===== src/rtl/clock_display_pkg.sv =====
// Shared types, constants and the double-dabble step used by the clock display.
package clock_pkg;

   localparam int NUM_DIGITS = 6;
   localparam logic [2:0] LAST_SHIFT = 3'd6;

   typedef enum logic [1:0] {MODE_RUN, MODE_HOUR, MODE_MIN, MODE_SEC} mode_e;
   typedef enum logic [1:0] {IDLE, SHIFT, COMMIT} conv_state_e;

   // Active-low a..g on bits 0..6; codes 10..15 are blank.
   localparam logic [6:0] SEG_LUT [16] = '{
      7'h40, 7'h79, 7'h24, 7'h30, 7'h19, 7'h12, 7'h02, 7'h78,
      7'h00, 7'h10, 7'h7F, 7'h7F, 7'h7F, 7'h7F, 7'h7F, 7'h7F
   };

   // One double-dabble iteration on {tens, units, binary[5:0]}: adjust nibbles, then shift.
   function automatic logic [13:0] dd_step(input logic [13:0] v);
      logic [13:0] t;
      t = v;
      if (t[13:10] >= 4'd5) t[13:10] = t[13:10] + 4'd3;
      if (t[9:6] >= 4'd5)   t[9:6]   = t[9:6] + 4'd3;
      return {t[12:0], 1'b0};
   endfunction

endpackage


===== src/rtl/clock_display_if.sv =====
// Time/mode inputs from the clock core and display outputs of clock_display.
interface clock_display_if;
   logic [5:0] second;
   logic [5:0] minute;
   logic [4:0] hour;
   logic [1:0] mode;
   logic [6:0] seg;
   logic [5:0] an;
   logic       conv_busy;

   modport master (output second, minute, hour, mode, input seg, an, conv_busy);
   modport slave  (input second, minute, hour, mode, output seg, an, conv_busy);
endinterface


===== src/rtl/clock_display_seg7_decode.sv =====
// Combinational BCD digit to active-low 7-segment pattern.
module seg7_decode
   import clock_pkg::*;
(
   input  logic [3:0] bcd_i,
   output logic [6:0] seg_o
);
   assign seg_o = SEG_LUT[bcd_i];
endmodule


===== src/rtl/clock_display.sv =====
// Binary HH:MM:SS -> BCD (sequential double-dabble) -> 6-digit multiplexed 7-segment display.
// Optional macro CLOCK_DISPLAY_BLINK_EN blinks the field selected by mode.
module clock_display
   import clock_pkg::*;
#(
   parameter int CLK_HZ   = 50_000_000,
   parameter int SCAN_HZ  = 1000,
   parameter int BLINK_HZ = 2
) (
   input logic            clk,
   input logic            rst_n,
   clock_display_if.slave bus
);

   localparam int SCAN_DIV = CLK_HZ / SCAN_HZ;
   localparam int SCAN_W   = (SCAN_DIV > 1) ? $clog2(SCAN_DIV) : 1;

   conv_state_e state_q;
   logic [2:0]  shift_cnt_q;
   logic [16:0] last_q, snap_q;
   logic [13:0] hr_sr_q, mn_sr_q, sc_sr_q;
   logic [23:0] bcd_q;
   logic        busy_q;
   logic [16:0] time_in;

   logic [SCAN_W-1:0] scan_cnt_q;
   logic [2:0]        idx_q;
   logic [5:0]        an_q, an_d;
   logic [6:0]        seg_q, seg_d, dec_seg;
   logic [3:0]        digit;
   logic              blank;

   assign time_in = {bus.hour, bus.minute, bus.second};

   // Converter: busy mirrors SHIFT one cycle late so it is high exactly for the 7 cycles before commit.
   always_ff @(posedge clk) begin
      if (!rst_n) begin
         state_q     <= IDLE;
         shift_cnt_q <= '0;
         busy_q      <= 1'b0;
         last_q      <= '1;
         bcd_q       <= '0;
      end else begin
         busy_q <= (state_q == SHIFT);
         case (state_q)
            IDLE: begin
               if (time_in != last_q) begin
                  snap_q      <= time_in;
                  hr_sr_q     <= {8'd0, 1'b0, bus.hour};
                  mn_sr_q     <= {8'd0, bus.minute};
                  sc_sr_q     <= {8'd0, bus.second};
                  shift_cnt_q <= '0;
                  state_q     <= SHIFT;
               end
            end
            SHIFT: begin
               if (shift_cnt_q == LAST_SHIFT) begin
                  state_q <= COMMIT;
               end else begin
                  hr_sr_q     <= dd_step(hr_sr_q);
                  mn_sr_q     <= dd_step(mn_sr_q);
                  sc_sr_q     <= dd_step(sc_sr_q);
                  shift_cnt_q <= shift_cnt_q + 3'd1;
               end
            end
            COMMIT: begin
               bcd_q   <= {hr_sr_q[13:6], mn_sr_q[13:6], sc_sr_q[13:6]};
               last_q  <= snap_q;
               state_q <= IDLE;
            end
            default: state_q <= IDLE;
         endcase
      end
   end

`ifdef CLOCK_DISPLAY_BLINK_EN
   localparam int HALF    = CLK_HZ / (2 * BLINK_HZ);
   localparam int BLINK_W = (HALF > 1) ? $clog2(HALF) : 1;

   logic [BLINK_W-1:0] blink_cnt_q;
   logic               phase_q;
   mode_e              mode;

   always_ff @(posedge clk) begin
      if (!rst_n) begin
         blink_cnt_q <= '0;
         phase_q     <= 1'b0;
      end else if (blink_cnt_q == BLINK_W'(HALF - 1)) begin
         blink_cnt_q <= '0;
         phase_q     <= ~phase_q;
      end else begin
         blink_cnt_q <= blink_cnt_q + 1'b1;
      end
   end

   always_comb begin
      mode  = mode_e'(bus.mode);
      blank = 1'b0;
      if (phase_q) begin
         case (mode)
            MODE_HOUR: blank = (idx_q >= 3'd4);
            MODE_MIN:  blank = (idx_q == 3'd2) || (idx_q == 3'd3);
            MODE_SEC:  blank = (idx_q <= 3'd1);
            default:   blank = 1'b0;
         endcase
      end
   end
`else
   logic unused_cfg;
   assign unused_cfg = ^{bus.mode, 32'(BLINK_HZ)};
   assign blank      = 1'b0;
`endif

   assign digit = bcd_q[{idx_q, 2'b00} +: 4];
   assign an_d  = ~(6'b000001 << idx_q);
   assign seg_d = blank ? 7'h7F : dec_seg;

   seg7_decode u_dec (
      .bcd_i (digit),
      .seg_o (dec_seg)
   );

   // an and seg share one register stage, both derived from the same idx_q.
   always_ff @(posedge clk) begin
      if (!rst_n) begin
         scan_cnt_q <= '0;
         idx_q      <= '0;
         an_q       <= '1;
         seg_q      <= 7'h7F;
      end else begin
         if (scan_cnt_q == SCAN_W'(SCAN_DIV - 1)) begin
            scan_cnt_q <= '0;
            idx_q      <= (idx_q == 3'(NUM_DIGITS - 1)) ? 3'd0 : idx_q + 3'd1;
         end else begin
            scan_cnt_q <= scan_cnt_q + 1'b1;
         end
         an_q  <= an_d;
         seg_q <= seg_d;
      end
   end

   assign bus.seg       = seg_q;
   assign bus.an        = an_q;
   assign bus.conv_busy = busy_q;

endmodule


===== src/flat_wrapper.sv =====
// flat-port wrapper written by rule: the top's interface ports become plain ports
module clock_display_flat import clock_pkg::*;
#(
   parameter int CLK_HZ   = 50_000_000,
   parameter int SCAN_HZ  = 1000,
   parameter int BLINK_HZ = 2
)
  (clk, rst_n, bus_second, bus_minute, bus_hour, bus_mode, bus_seg, bus_an, bus_conv_busy);
  clock_display_if bus_i ();
  input logic clk;
  input logic rst_n;
  input wire logic [$bits(bus_i.second)-1:0] bus_second;
  input wire logic [$bits(bus_i.minute)-1:0] bus_minute;
  input wire logic [$bits(bus_i.hour)-1:0] bus_hour;
  input wire logic [$bits(bus_i.mode)-1:0] bus_mode;
  output wire logic [$bits(bus_i.seg)-1:0] bus_seg;
  output wire logic [$bits(bus_i.an)-1:0] bus_an;
  output wire logic [$bits(bus_i.conv_busy)-1:0] bus_conv_busy;
  assign bus_i.second = bus_second;
  assign bus_i.minute = bus_minute;
  assign bus_i.hour = bus_hour;
  assign bus_i.mode = bus_mode;
  assign bus_seg = bus_i.seg;
  assign bus_an = bus_i.an;
  assign bus_conv_busy = bus_i.conv_busy;
  clock_display #(.CLK_HZ(CLK_HZ), .SCAN_HZ(SCAN_HZ), .BLINK_HZ(BLINK_HZ)) u_core (.clk(clk), .rst_n(rst_n), .bus(bus_i));
endmodule

===== config.mk =====
export PLATFORM = sky130hd
export DESIGN_NAME = clock_display_flat
export DESIGN_NICKNAME = d
export VERILOG_FILES = /design/src/rtl/clock_display_pkg.sv /design/src/rtl/clock_display_if.sv /design/src/rtl/clock_display_seg7_decode.sv /design/src/rtl/clock_display.sv /design/src/flat_wrapper.sv
export SDC_FILE = /design/constraint.sdc
export NUM_CORES = 1
export LEC_CHECK = 0
export BUFFER_PORTS_ARGS = -buffer_cell sky130_fd_sc_hd__clkbuf_2
export CAP_MARGIN = 30
export CORE_MARGIN = 3
export CORE_UTILIZATION = 40
export CTS_CLUSTER_SIZE = 40
export DETAILED_ROUTE_END_ITERATION = 8
export PLACE_DENSITY_LB_ADDON = 0.25
export SLEW_MARGIN = 30
export SYNTH_ARGS = -nofsm -noshare
export SYNTH_HDL_FRONTEND = slang
export SYNTH_SLANG_ARGS = --single-unit

===== constraint.sdc =====
create_clock -name clk -period 3.3 [get_ports clk]
set_input_delay 0.495 -clock clk [delete_from_list [all_inputs] [get_ports clk]]
set_output_delay 0.495 -clock clk [all_outputs]
set_load 0.005 [all_outputs]

==> results of run 1 <==
## power by group
group / total (W) / leakage [nW] / switching (W) / internal, W
Sequential: 0.00189 / 1.23 / 0.0000357 / 0.00185
Combinational: 0.000211 / 1.19 / 0.000125 / 0.0000867
Clock: 0.00187 / 0.280 / 0.000703 / 0.00117
Total: 0.00397 / 2.69 / 0.000863 / 0.00311
## logic make-up (layout without fill, tap and decap cells)
| logic type | Yosys count | count (layout) | synth area share, % |
|---|---|---|---|
| AND/OR/NAND/NOR | 283 | 283 | 21.2 |
| buffers and inverters | 50 | 91 | 3.36 |
| AO/OA/AOI/OAI | 84 | 84 | 8.89 |
| adder cells (fa/ha/maj) | 21 | 21 | 4.27 |
| XOR/XNOR | 38 | 38 | 5.41 |
| multiplexers | 14 | 14 | 2.34 |
| flip-flops | 138 | 138 | 54.5 |
## per-layer routing
layer  wire, um  global-route usage, %
met2       5330                   24.2
met4        244                   6.30
met1       5480                   18.4
met3        446                   4.18
met5          0                      0
## layout by cell type (no fill, tap or decap), types with 17 or more instances in the layout
cell type	n
a21boi_0	18
a21oi_1	23
clkbuf_16	17
clkbuf_2	32
dfxtp_1	79
edfxtp_1	59
ha_1	21
inv_1	21
nand2_1	152
nand3_1	26
nor2_1	44
xnor2_1	28
## metrics by stage
stage          utilization, %  hold slack (ps)
5_1_grt                  47.6              275
2_1_floorplan               -              413
3_5_place_dp             43.7              438
6_report                 47.6              294
4_1_cts                  47.6              278
3_3_place_gp             43.7              424
## cell type report
class | count | area share (%)
timing repair buffer | 38 | 2.91
multi-input combinational | 440 | 36.9
tap | 184 | 3.26
clock inverter | 15 | 2.22
inverter | 21 | 1.12
sequential | 138 | 47.5
clock buffer | 17 | 6.03
## sequential cells by signal, indices dropped and copies added (netlist names)
register and cells:
u_core.shift_cnt_q 3, u_core.bus.conv_busy 1, u_core.mn_sr_q 14, u_core.state_q 2, u_core.scan_cnt_q 16, u_core.bus.seg 7, u_core.last_q 17, u_core.sc_sr_q 14
u_core.snap_q 17, u_core.bus.an 6, u_core.hr_sr_q 14, u_core.idx_q 3, u_core.bcd_q 24
## path summary, 6_finish.rpt
| kind | endpoint | slack, ps | cells past startpoint |
|---|---|---|---|
| min reg2reg | u_core.scan_cnt_q[0]$_SDFF_PP0_ | 450 | 1 |
| min | u_core.snap_q[13]$_DFFE_PP_ | 290 | 1 |
| max reg2reg | u_core.bus.seg[1]$_SDFF_PN1_ | 890 | 8 |
| max | u_core.bus.seg[1]$_SDFF_PN1_ | 890 | 8 |
==> metrics.txt, run 1 <==
nets=698; Initial Util=41.5%; Buf+Inv Stages, Crit Path=2; n_diodes=0; DRT iter0 DRCs=215; WP data arrival=2720 ps; flops & latches, synth=138; critical path class=reg -> reg; total power=0.00397 W; gr usage total=14.8%; Sequential cell area=3350 um^2; Synth Flop Type=dfxtp_1; die width=130 um; YS warnings=0; CP max stage delay=720 ps; first-pass GRT wire length=19.7 mm; DRC=0; Min-Delay Path Class=in -> reg; initial antenna violation count=0; worst-margin pin slew=636 ps; Hold Vio Cnt, Final=0; vias=4271; fill cell count=1371; layout cells sized above 1=12.1%; DP HPWL=7.51 mm; relative slew slack=57.5%; worst path cell trace=mux2i_1 > o32ai_1 > o21bai_1 > inv_1 > ha_1 > inv_1 > o21ai_0 > a21bo_1; RSZ-0062 raised after global routing=no; Non-Filler Instances=853; # hold bufs at CTS=0; Worst-path clk slew=60 ps; top post-synthesis cells by area=edfxtp_1 (29%), dfxtp_1 (26%), nand2_1 (9.3%); IO buf count=32; Max Slew Vio Count=0; Synth Net Count=670; most numerous cell in the Yosys netlist=nand2_1; via count of the first global-routing pass=4279; EDFF count, synth=59; Max-Cap Viols=0; crit-path max FO=15; die height=130 um; Cell Area, Placed=6470 um^2; Max Fclk=0.416 GHz; CTS Buf Count=17; pwr/cell area=563 nW/um^2; number of iterations in the first detailed-routing pass=4; # rows=44; Commonest cells post-synth=nand2_1 (152), dfxtp_1 (79), edfxtp_1 (59); area of the core=14800 um^2; DIE AREA=16900 um^2; area grow syn2layout=14.7%; Syn Inst Count=628; WL/cell=13.5 um; post-synth top area cell=edfxtp_1; Fin Setup TNS=0 ps; r2r startpoint=u_core.idx_q[1]$_SDFFE_PN0P_; required time of the critical path=3620 ps; vias per std cell=5.01; Synth cell types=52; CP Capture Type=register; Worst Setup Start Kind=register; Top Family by Delay on Critical Path=compound AO/OA/AOI/OAI gates; critical path startpoint=u_core.idx_q[1]$_SDFFE_PN0P_; Seq/Total Area, Yosys=54.5%; top cell type's share of synthesized area=28.8%; footprint of the multi-input gates=2610 um^2; CTS root buffer=clkbuf_16; Avg Cell Area, Syn=9.79 um^2; post-route ant nets=0; slowest CP cell=dfxtp_1; status=finished, final reports clean; Final Cycle Share=72.9%; FFs w/ async S/R, synth=0%; H-tree lvl count=4; Final WS setup=895 ps; RD Place Congestion=0.748; leakage=2.69 nW; largest net degree at the start of global routing=62; design area=7050 um^2; postcts setup bufs=0; Total Wirelength=11.5 mm; Final Skew=6.45 ps; Worst Hold Launch=bus_hour[1]; # placed instances=821; Sink Count=138; post-layout minimum cycle time=2410 ps; CTS tree=yes; post-CTS sizing=0; later-pin clock latency in the skew report=420 ps; GRT overflow=0; Post-Syn Area=6150 um^2; Final Setup Violations=0; IO Pins=35; Max VDD drop=0.370 mV; clock tree buffer depth=2; pre-CTS WS=872 ps; most used cell, CP=inv_1
(Power assumes the default switching activity.)
==> inputs of run 2 (changes only) <==
==> constraint.sdc (replaced) <==
create_clock -name clk -period 2.1 [get_ports clk]
set_input_delay 0.315 -clock clk [delete_from_list [all_inputs] [get_ports clk]]
set_output_delay 0.315 -clock clk [all_outputs]
set_load 0.005 [all_outputs]
==> metrics.txt, run 2 (synthesized netlist as in run 1, its figures left out) <==
Hold Crit Depth=1 (unchanged); area of the core=14800 um^2 (unchanged); Sink Count=138 (unchanged); post-route ant nets=0 (unchanged); vias=4262 (-0.21%); vias per std cell=4.94 (-1.3%); first-pass GRT wire length=20.3 mm (+2.9%); Final Util=48.4% (+0.72 points); relative slew slack=66.4% (+8.9 points); via count of the first global-routing pass=4364 (+2.0%); commonest non-fill, non-tap cells in the layout=nand2_1 (152), dfxtp_1 (78), edfxtp_1 (59); area grow syn2layout=16.4%; GRT overflow=0 (unchanged); Worst Setup Start Kind=register; DP HPWL=7.82 mm (+4.1%); nets=707 (+1.3%); Max VDD drop=0.649 mV (+75%); number of iterations in the first detailed-routing pass=6 (+2); gr usage total=15.1% (+0.35 points); reg2reg end=u_core.mn_sr_q[11]$_SDFFCE_PN0P_; worst path cell trace=xor2_1 > nor4_1 > nand4_1 > o21a_2 > buf_12; Max Fclk=0.525 GHz (+26%); pwr/cell area=852 nW/um^2 (+51%); r2r startpoint=u_core.last_q[7]$_SDFFE_PN1N_; slowest CP cell=nor4_1; RSZ-0062 raised after global routing=no; worst-margin pin slew=502 ps (-134 ps); most common cell after layout, fill and taps aside=nand2_1; max reg flops=24 (unchanged); biggest regs=u_core.bcd_q (24), u_core.last_q (17), u_core.snap_q (17); CP Capture Type=register; footprint of the multi-input gates=2610 um^2 (unchanged); die width=130 um (unchanged); RD Place Congestion=0.731 (-2.3%); Final Skew=8.52 ps (+2.07 ps); CTS root buffer=clkbuf_16; largest net degree at the start of global routing=43 (-31%); Initial Util=41.5% (unchanged); required time of the critical path=2260 ps (-1360 ps); Total Wirelength=11.7 mm (+1.8%); CTS Buf Count=17 (unchanged); Top reg by flops=u_core.bcd_q; Max Slew Vio Count=0 (unchanged); critical path class=reg -> reg; DRT iter0 DRCs=189 (-12%); Max-Cap Viols=0 (unchanged); crit-path max FO=42 (+27); WL/cell=13.6 um (+0.77%); Register-to-Register Path Depth=5 (-3); Sequential cell area=3350 um^2 (about the same); layout cells sized above 1=14.3% (+2.2 points); r2r setup slk=190 ps (-700 ps); Fin Setup TNS=0 ps (unchanged); post-layout minimum cycle time=1910 ps (-500 ps); initial antenna violation count=0 (unchanged); n_diodes=0 (unchanged); clock tree buffer depth=2 (unchanged); Min-Delay Path Class=in -> reg; later-pin clock latency in the skew report=420 ps (about the same); die height=130 um (unchanged); Final Cycle Share=90.8% (+18 points); status=finished, final reports clean; Worst-path clk slew=60 ps (about the same); H-tree lvl count=4 (unchanged); leakage=2.75 nW (+2.2%); Hold Vio Cnt, Final=0 (unchanged); # hold bufs at CTS=0 (unchanged); Final Setup Violations=0 (unchanged); DIE AREA=16900 um^2 (unchanged); DRC=0 (unchanged); fill cell count=1373 (+0.15%); # rows=44 (unchanged); Worst Hold Launch=bus_hour[2]; hold endpoint=u_core.snap_q[14]$_DFFE_PP_; IO buf count=32 (unchanged); IO Pins=35 (unchanged); CTS tree=yes; CP max stage delay=440 ps (-280 ps); WP data arrival=2060 ps (-660 ps)
-- run 2: changes by cell type in the layout (fill, tap and decap cells not counted), sizes merged --
cell and change:
clkinvlp -1, buf +9, clkinv -4, inv +8
bufinv -3
-- run 2: area by class of cell --
cell class                 count  share of cell area, %
clock buffer                  17                   5.94
clock inverter                15                   1.83
inverter                      21                   1.10
multi-input combinational    440                   36.4
sequential                   138                   46.8
tap                          184                   3.22
timing repair buffer          47                   4.68
-- run 2: worst max-delay path, delay by kind of cell, from the launching register on --
kind                      cells  cell delay [ps]
xor gates and xnor gates      1              150
DFF                           1              320
buffers and inverters         1              200
AOI/OAI and AO/OA             1              280
and+or+nand+nor               2              690
-- run 2: through the flow --
stage          power [W]  worst slack, ps  cell area (um^2)  hold slack, ps  std cells
5_1_grt          0.00637             44.0              7160             100        862
4_1_cts          0.00619              121              7160            95.5        862
2_1_floorplan    0.00324              176              6160             413        628
3_3_place_gp     0.00335              107              6600             423        830
3_5_place_dp     0.00337             62.8              6600             432        830
6_report         0.00610              194              7160             118        862
-- run 2: worst max-delay path by stage --
stage / slack (ps) / to / startpoint
final: 190 / u_core.mn_sr_q[11]$_SDFFCE_PN0P_ / u_core.last_q[7]$_SDFFE_PN1N_
after detailed placement: 60 / u_core.bus.seg[1]$_SDFF_PN1_ / u_core.idx_q[1]$_SDFFE_PN0P_
after global placement: 110 / u_core.bus.seg[1]$_SDFF_PN1_ / u_core.idx_q[1]$_SDFFE_PN0P_
after floorplan: 180 / u_core.bus.seg[1]$_SDFF_PN1_ / u_core.idx_q[1]$_SDFFE_PN0P_
after global routing: 40 / u_core.bus.seg[1]$_SDFF_PN1_ / u_core.idx_q[2]$_SDFFE_PN0P_
after CTS: 120 / u_core.bus.seg[1]$_SDFF_PN1_ / u_core.idx_q[1]$_SDFFE_PN0P_
-- run 2: power breakdown --
part | switching, W | internal (W) | leakage, nW | total, W
logic | 0.000200 | 0.000145 | 1.25 | 0.000345
clock network | 0.00124 | 0.00156 | 0.274 | 0.00279
registers | 0.0000563 | 0.00291 | 1.23 | 0.00296
total | 0.00149 | 0.00461 | 2.75 | 0.00610
-- run 2: metal layers --
layer | vias to the layer above | share of wire [%] | global-route usage [%]
met4 | 0 | 0.70 | 4.03
li1 | 2202 | - | -
met2 | 72 | 47 | 24.9
met3 | 6 | 4.1 | 5.36
met1 | 1982 | 48 | 19.1
met5 | - | 0 | 0
-- run 2: timing repair --
item	in CTS	in global routing
resized for setup	1	1
buffers inserted	0	0
gates cloned	0	0
endpoints found under the setup margin	1	1
